$ cat src/rtl/seq_divider_pkg.sv
// div_pkg: FSM state encodings and counter sizing for seq_divider.
package div_pkg;
  localparam logic [1:0] ST_IDLE = 2'd0;
  localparam logic [1:0] ST_CALC = 2'd1;
  localparam logic [1:0] ST_FIX  = 2'd2;
  localparam logic [1:0] ST_DONE = 2'd3;
  function automatic int clog2(input int v);
    int r;
    r = 1;
    while ((1 << r) < v) r = r + 1;
    return r;
  endfunction
endpackage

$ cat src/rtl/seq_divider_addsub.sv
// adder_subtractor: sum = a + b + cin when mode=0, a - b + cin when mode=1.
module adder_subtractor #(
  parameter int WIDTH = 9
) (
  input  logic [WIDTH-1:0] a,
  input  logic [WIDTH-1:0] b,
  input  logic             mode,
  input  logic             cin,
  output logic [WIDTH-1:0] sum
);
  assign sum = a + (b ^ {WIDTH{mode}}) + WIDTH'(mode) + WIDTH'(cin);
endmodule

$ cat src/rtl/seq_divider.sv
// seq_divider: iterative non-restoring unsigned divider, one quotient bit per clock.
module seq_divider
  import div_pkg::*;
#(
  parameter int WIDTH = 8
) (
  input  logic             clk,
  input  logic             rst,
  input  logic             in_valid,
  output logic             in_ready,
  input  logic [WIDTH-1:0] dividend,
  input  logic [WIDTH-1:0] divisor,
  output logic             out_valid,
  input  logic             out_ready,
  output logic [WIDTH-1:0] quotient,
  output logic [WIDTH-1:0] remainder,
  output logic             div_by_zero,
  output logic             busy
);
  localparam int CW = clog2(WIDTH);
  logic [1:0]       r_state;
  logic [WIDTH:0]   r_r;
  logic [WIDTH-1:0] r_q, r_d, r_quot, r_rem;
  logic             r_dbz;
  logic [CW-1:0]    r_cnt;
  logic             w_calc;
  logic [WIDTH:0]   w_s, w_sum;
  assign w_calc      = r_state == ST_CALC;
  assign w_s         = w_calc ? {r_r[WIDTH-1:0], r_q[WIDTH-1]} : r_r;
  assign in_ready    = r_state == ST_IDLE;
  assign out_valid   = r_state == ST_DONE;
  assign busy        = r_state != ST_IDLE;
  assign quotient    = r_quot;
  assign remainder   = r_rem;
  assign div_by_zero = r_dbz;
  // FIX reuses the adder in add mode to correct a negative final remainder
  adder_subtractor #(.WIDTH(WIDTH + 1)) u_addsub (
    .a   (w_s),
    .b   ({1'b0, r_d}),
    .mode(w_calc & ~r_r[WIDTH]),
    .cin (1'b0),
    .sum (w_sum)
  );
  always_ff @(posedge clk) begin
    if (rst) begin
      r_state <= ST_IDLE;
      r_r     <= '0;
      r_q     <= '0;
      r_d     <= '0;
      r_cnt   <= '0;
      r_quot  <= '0;
      r_rem   <= '0;
      r_dbz   <= 1'b0;
    end else begin
      case (r_state)
        ST_IDLE: if (in_valid) begin
          r_d   <= divisor;
          r_q   <= dividend;
          r_r   <= '0;
          r_cnt <= CW'(WIDTH - 1);
          if (divisor == '0) begin
            r_quot  <= '1;
            r_rem   <= dividend;
            r_dbz   <= 1'b1;
            r_state <= ST_DONE;
          end else r_state <= ST_CALC;
        end
        ST_CALC: begin
          r_r     <= w_sum;
          r_q     <= {r_q[WIDTH-2:0], ~w_sum[WIDTH]};
          r_cnt   <= r_cnt - 1'b1;
          r_state <= r_cnt == '0 ? ST_FIX : ST_CALC;
        end
        ST_FIX: begin
          r_r     <= r_r[WIDTH] ? w_sum : r_r;
          r_quot  <= r_q;
          r_rem   <= r_r[WIDTH] ? w_sum[WIDTH-1:0] : r_r[WIDTH-1:0];
          r_dbz   <= 1'b0;
          r_state <= ST_DONE;
        end
        default: if (out_ready) r_state <= ST_IDLE;
      endcase
    end
  end
endmodule

$ cat config.mk
export PLATFORM = sky130hd
export DESIGN_NAME = seq_divider
export DESIGN_NICKNAME = d
export VERILOG_FILES = /design/src/rtl/seq_divider_pkg.sv /design/src/rtl/seq_divider_addsub.sv /design/src/rtl/seq_divider.sv
export SDC_FILE = /design/constraint.sdc
export NUM_CORES = 1
export LEC_CHECK = 0
export ABC_AREA = 1
export BUFFER_PORTS_ARGS = -buffer_cell sky130_fd_sc_hd__buf_2
export CAP_MARGIN = 10
export CORE_AREA = 2 2 84 86
export CTS_CLUSTER_SIZE = 10
export DETAILED_ROUTE_END_ITERATION = 8
export DIE_AREA = 0 0 86 88
export HOLD_SLACK_MARGIN = 0.12
export PLACE_DENSITY = 0.62
export SLEW_MARGIN = 20
export SYNTH_ARGS = -nofsm -noshare
export SYNTH_HDL_FRONTEND = slang
export SYNTH_SLANG_ARGS = --single-unit
$ cat constraint.sdc
create_clock -name clk -period 5.18 [get_ports clk]
set_clock_uncertainty 0.05 [all_clocks]
set_input_delay 1.036 -clock clk [delete_from_list [all_inputs] [get_ports clk]]
set_output_delay 1.036 -clock clk [all_outputs]
set_load 0.03 [all_outputs]
## Word level (Yosys, flattened, before mapping)

Index checks and enable logic that the tools add are counted.

| storage, ports and cells | value |
|---|---|
| bits in writable memories | 0 |
| bits in registers | 47 |
| memories kept | 0 |
| latch bits | 0 |
| word-level logic and storage cells | 59 |
| bits of input ports | 20 |
| bits in read-only memories | 0 |
| output and inout port bits | 20 |

| operators by class | value |
|---|---|
| magnitude comparators | 0 |
| $add $sub $neg | 3 |
| muxes and demuxes | 23 |
| reductions and logical operators | 14 |
| multipliers | 0 |
| bitwise operators | 4 |
| equality and inequality tests | 6 |
| shift-type cells | 0 |
| div/mod/pow operators | 0 |

Operator list:

| kind | number |
|---|---|
| two-way mux 8 bit | 6 |
| one-hot mux 8 bit (2 select lines) | 3 |
| two-way mux 9 bit | 3 |
| one-hot mux 9 bit (3 select lines) | 1 |
| adder 9 x 1 -> 9 bit | 1 |
| adder 9 bit | 1 |
| XOR 8 x 9 -> 9 bit | 1 |
| logical NOT 8 bit | 1 |
| two-way mux 2 bit | 4 |
| AND reduction 2 bit | 4 |
| one-hot mux 2 bit (3 select lines) | 1 |
| one-hot mux 3 bit (2 select lines) | 1 |
| AND reduction 3 bit | 2 |
| nonzero test 2 bit | 3 |
| == test 2 bit (second input constant) | 2 |
| inequality test 2 bit (second input constant) | 2 |
| nonzero test 4 bit | 1 |
| logical NOT 3 bit | 1 |
| two-way mux 3 bit | 1 |
| nonzero test 3 bit | 1 |
| subtractor 3 x 1 -> 3 bit (second input constant) | 1 |
| == test 2 x 1 -> 1 bit (second input constant) | 1 |
| logical NOT 2 bit | 1 |
| two-way mux 1 bit | 2 |
| 4 further kinds | 5 |

## Longest topological paths before layout

| depth | value |
|---|---|
| depth in word-level cells | 7 |
| gate-level depth with buffers | 17 |

## Hierarchy

Synthesis repeated with hierarchy kept, for this count alone.

| second synthesis, totals | value |
|---|---|
| cells, all modules | 492 |
| area, all modules | 3208.1 µm² |

By module, submodules not included:

| module | seq. area each (µm²) | area an instance (µm²) | cells an instance | times used |
|---|---|---|---|---|
| seq_divider | 940.9 | 2551.2 | 383 | 1 |
| adder_subtractor | 0.0 | 656.9 | 109 | 1 |

## Least setup slack after synthesis

OpenSTA, ideal clock, no wires.

| timing path | value |
|---|---|
| path kind | flip-flop to flip-flop |
| start | reg r_state[1] |
| end | reg r_rem[4], in the netlist remainder[4] |
| arrival time | 2.263 ns |
| cell stages (with the launch flop) | 16 |
| data required time | 5.013 ns |
| slack | 2.750 ns |
| cell sequence | dfxtp_1 inv_1 ha_1 buf_4 inv_2 nand2_1 and2_1 or2_2 o21ai_0 fa_1 nand3_1 nand3_1 xor2_1 nor2_1 nor3_2 nor2_1 |

| on the way | value |
|---|---|
| word-level cells in the longest chain between the ends | 7 |
| elaborated cells between the ends (all ways) | 14 |
| those cells by class | 2 x add/sub; 4 x eq/ne; 3 x mux; 2 x bitwise; 3 x reduce/logical |

Ends and longest elaborated chain:

| item | line | text |
|---|---|---|
| start: declaration | seq_divider.sv:21 | `logic [1:0] r_state;` |
| start signal: assignment | seq_divider.sv:72 | `r_state <= r_cnt == '0 ? ST_FIX : ST_CALC;` |
| == test 2 x 1 -> 1 bit | seq_divider.sv:28 | `assign w_calc = r_state == ST_CALC;` |
| AND 1 bit | seq_divider.sv:40 | `.mode(w_calc & ~r_r[WIDTH]),` |
| XOR 8 x 9 -> 9 bit | seq_divider_addsub.sv:11 | `assign sum = a + (b ^ {WIDTH{mode}}) + WIDTH'(mode) + WIDTH'(cin);` |
| adder 9 bit | seq_divider_addsub.sv:11 |  |
| adder 9 x 1 -> 9 bit | seq_divider_addsub.sv:11 |  |
| two-way mux 8 bit | seq_divider.sv:77 | `r_rem <= r_r[WIDTH] ? w_sum[WIDTH-1:0] : r_r[WIDTH-1:0];` |
| one-hot mux 8 bit (2 select lines) | seq_divider.sv:55 | `case (r_state)` |
| end signal: assignment | seq_divider.sv:63 | `r_rem <= dividend;` |
| end signal: assignment | seq_divider.sv:77 |  |
| end: declaration | seq_divider.sv:23 | `logic [WIDTH-1:0] r_q, r_d, r_quot, r_rem;` |

Several ways; a longest one is shown, not always the timed one.
A chain may end at the register's enable or synchronous reset.

## Final worst setup path

| timing path | value |
|---|---|
| start | reg r_state[0] |
| end | reg r_q[0] |

| on the way | value |
|---|---|
| word-level cells in the longest chain between the ends | 7 |
| elaborated cells between the ends (all ways) | 12 |
| those cells by class | 2 x add/sub; 2 x eq/ne; 2 x mux; 3 x bitwise; 3 x reduce/logical |

Ends and longest elaborated chain:

| item | line | text |
|---|---|---|
| == test 2 x 1 -> 1 bit | seq_divider.sv:28, seq_divider.sv:55 |  |
| AND 1 bit | seq_divider.sv:40 |  |
| XOR 8 x 9 -> 9 bit | seq_divider_addsub.sv:11 |  |
| adder 9 bit | seq_divider_addsub.sv:11 |  |
| adder 9 x 1 -> 9 bit | seq_divider_addsub.sv:11 |  |
| inverter 1 bit | seq_divider.sv:70 | `r_q <= {r_q[WIDTH-2:0], ~w_sum[WIDTH]};` |
| one-hot mux 8 bit (2 select lines) | seq_divider.sv:55 |  |
| end signal: assignment | seq_divider.sv:58 | `r_q <= dividend;` |
| end signal: assignment | seq_divider.sv:70 |  |
| end: declaration | seq_divider.sv:23 |  |

Several ways; a longest one is shown, not always the timed one.

==> results.toml <==
[run_status]
status = "finished, final reports clean"

[timing]
setup_viol = 0
worst_hold_slack_ns = 0.410
period_share = 0.648
max_slew_margin = 0.367
fin_crit_ns = 3.36
rsz0062_at_grt = "no"
layout_setup_ws_ns = 1.82
fin_tns_setup_ns = 0
fmax_mhz = 298
hold_viol = 0
tightest_slew_ns = 0.950
slew_violations = 0

[synthesis]
muxShareOfSynthArea = 0
post_synth_instance_area_mm2 = 0.00262
syn-num-nets = 411
ys_ff_latch = 47
ys_warn_count = 0
synth-xor-area-share = 0.0402
synth-simple-area-share = 0.240
synth_cell_type_count = 32
ys_seq_area_frac = 0.360
synth_top_family_by_area = "simple AND/OR/NAND/NOR gates"
synth_edf_count = 0
yosys.area_share.adder = 0.0746
ys.flop_type = "dfxtp_1"
async_flop_share = 0
synth_compound_area_frac = 0.203
syn_avg_cell_area_um2 = 6.96
syn_inst = 376

[critical_path]
cp-start-kind = "register"
worstSetupPathType = "register to register"
critPathArrivalTime_ns = 3.48
critPathMaxStageDelay_ns = 0.81
cp_top_family = "adder cells"
crit_fanout = 28
cp-end-kind = "register"
cpMostUsedCell = "nand2_1"
crit_required_ns = 5.31
worst-path-buf-inv = 1
path_cells = "ha_1 > inv_2 > nand2_1 > and2_1 > or2_2 > o21ai_0 > fa_1 > nand3_1 > nand3_1 > nand2_1 > nand2_1 > nand2_1 > nand3_1 > nand2_1 > a21oi_1"
cp_slowest_cell = "ha_1"

[grt]
antenna_found_initial = 0
grt.overflow.total = 0
grt_max_degree = 29
first_global_vias = 2229
grt_use_total = 0.178
grt_pass1_wl_mm = 10.8

[pwr]
switchingPower_uw = 677
seqPwrFrac = 0.329
ir_drop_v = 0.000265
clockPowerShare = 0.183
pwr-share-comb = 0.488
p_leak_uw = 0.00130
p_sw_frac = 0.455
p_int_uw = 811
power_density_mw_per_mm2 = 505

[clock_tree]
cts-root-buf = "clkbuf_8"
cts_buffer_depth = 2
post_cts_buffers = 0
cts_made_buffers = 5
cts_sinks = 47
clkTransAtPathRegs_ns = 0.09
htreeDepth = 2
cts_tree = "built"
insertion_delay_ns = 0.31
ctsResizeCount = 0
ctsHoldBuffers = 0

[die]
die-area_mm2 = 0.00757
core-area_mm2 = 0.00664
initial_utilization = 0.394
row_count = 30
fp.dieH_um = 88
ios = 40
die_w_um = 86

[worst_hold_path]
hold_path_class = "register to register"

[cells_and_area]
multi_input_area_mm2 = 0.00146
fin_area_mm2 = 0.00295
ff_latch_area_um2 = 941
antenna_cells = 0
syn_to_final_growth_pct = 12.8
drive_above_1_share = 0.140
finalNetCount = 442
n_fill_cell = 707

[placement]
place_hpwl_mm = 4.90
postPlaceCellArea_mm2 = 0.00284
pre_cts_slack_ns = 1.85
gp_congestion = 0.841
io_buffers = 39

[routing]
wl_mm = 6.57
drc = 0
dr_total_vias = 2490
first_pass_iters = 4
m1WireLength_mm = 3.29
top_layer = "met4"
first_iter_violations = 180
ant_nets = 0
viasPerCell = 5.10
wire_per_inst_um = 13.5
route.met2.wl_mm = 2.90
dr_wl_met3_um = 257

[flow_run]
maxCapViolCount = 0
## synthesized netlist by cell type, types with 2 or more instances
library cell	count	area [µm²]
a211oi_1	2	15.0
a21oi_1	36	180
a221oi_1	2	17.5
a31oi_1	8	50.1
buf_2	2	10.0
buf_4	2	15.0
clkbuf_1	10	37.5
dfxtp_1	47	941
ha_1	14	175
inv_1	35	131
inv_2	3	11.3
nand2_1	86	323
nand2_2	3	18.8
nand3_1	22	110
nor2_1	30	113
nor3_1	3	15.0
o21ai_0	45	225
o21bai_1	2	15.0
xnor2_1	6	52.6
xor2_1	6	52.6
## power by group through the flow
stage               Clock (µW)  Sequential [µW]  Combinational (µW)
floorplan                    0              505                 551
global placement             0              495                 710
detailed placement           0              497                 723
CTS                        280              489                 728
global route               288              500                 816
finish                     273              490                 726
## worst min-delay path, stage by stage (launching register included)
cell	delay, ns
dfxtp_1	0.32
nand2_1	0.06
a21oi_1	0.05
## path summary, 6_finish.rpt
| kind | start | depth (start not counted) | endpoint | slack [ns] |
|---|---|---|---|---|
| setup / recovery | r_state[0] | 15 | r_q[0] | 1.82 |
| hold / removal | quotient[5] | 2 | quotient[5] | 0.41 |
| setup reg to reg | r_state[0] | 15 | r_q[0] | 1.82 |
| hold reg to reg | quotient[5] | 2 | quotient[5] | 0.41 |
## cell families (layout without fill, tap and decap cells)
| kind of cell | Yosys count | count (layout) |
|---|---|---|
| simple gates | 150 | 150 |
| xor+xnor | 12 | 12 |
| flops | 47 | 47 |
| compound gates | 99 | 99 |
| fa+ha+maj | 15 | 15 |
| buf+inv | 53 | 85 |
## layout by cell type, fill, tap and decap left out, types with 2 or more instances in the layout
cell type	synthesis	final
buf_2	2	39
a21oi_1	36	36
nor2_1	30	30
ha_1	14	14
dfxtp_1	47	47
a31oi_1	8	8
a221oi_1	2	2
clkbuf_8	0	5
nor3_1	3	3
nand3_1	22	22
nand2_2	3	3
xor2_1	6	6
o21ai_0	45	45
a211oi_1	2	2
nand2_1	86	86
xnor2_1	6	6
o21bai_1	2	2
inv_2	3	3
inv_1	35	35
## metal layers
metal	global-route usage	vias to the layer above
li1	-	1300
met1	0.251	1129
met2	0.276	49
met3	0.0283	12
met4	0.0592	0
met5	0	-
## registers in the layout, indices dropped and copies added (netlist names)
register and cells:
div_by_zero 1, quotient 8, r_cnt 3, r_d 8, r_q 8, r_r 9
r_state 2, remainder 8
## per-stage QoR
stage | total power [µW] | util | std cells
2_1_floorplan | 1060 | - | 376
3_3_place_gp | 1210 | 0.427 | 480
3_5_place_dp | 1220 | 0.427 | 480
4_1_cts | 1500 | 0.444 | 488
5_1_grt | 1600 | 0.444 | 488
6_report | 1490 | 0.444 | 488
## final cells by class
cell class / instances / share of cell area
clock inverter: 3 / 0.0148
multi-input combinational: 276 / 0.494
clock buffer: 5 / 0.0233
timing repair buffer: 39 / 0.0662
tap: 80 / 0.0339
sequential: 47 / 0.319
inverter: 38 / 0.0483
Note: power is estimated with default switching activity, not from simulation.
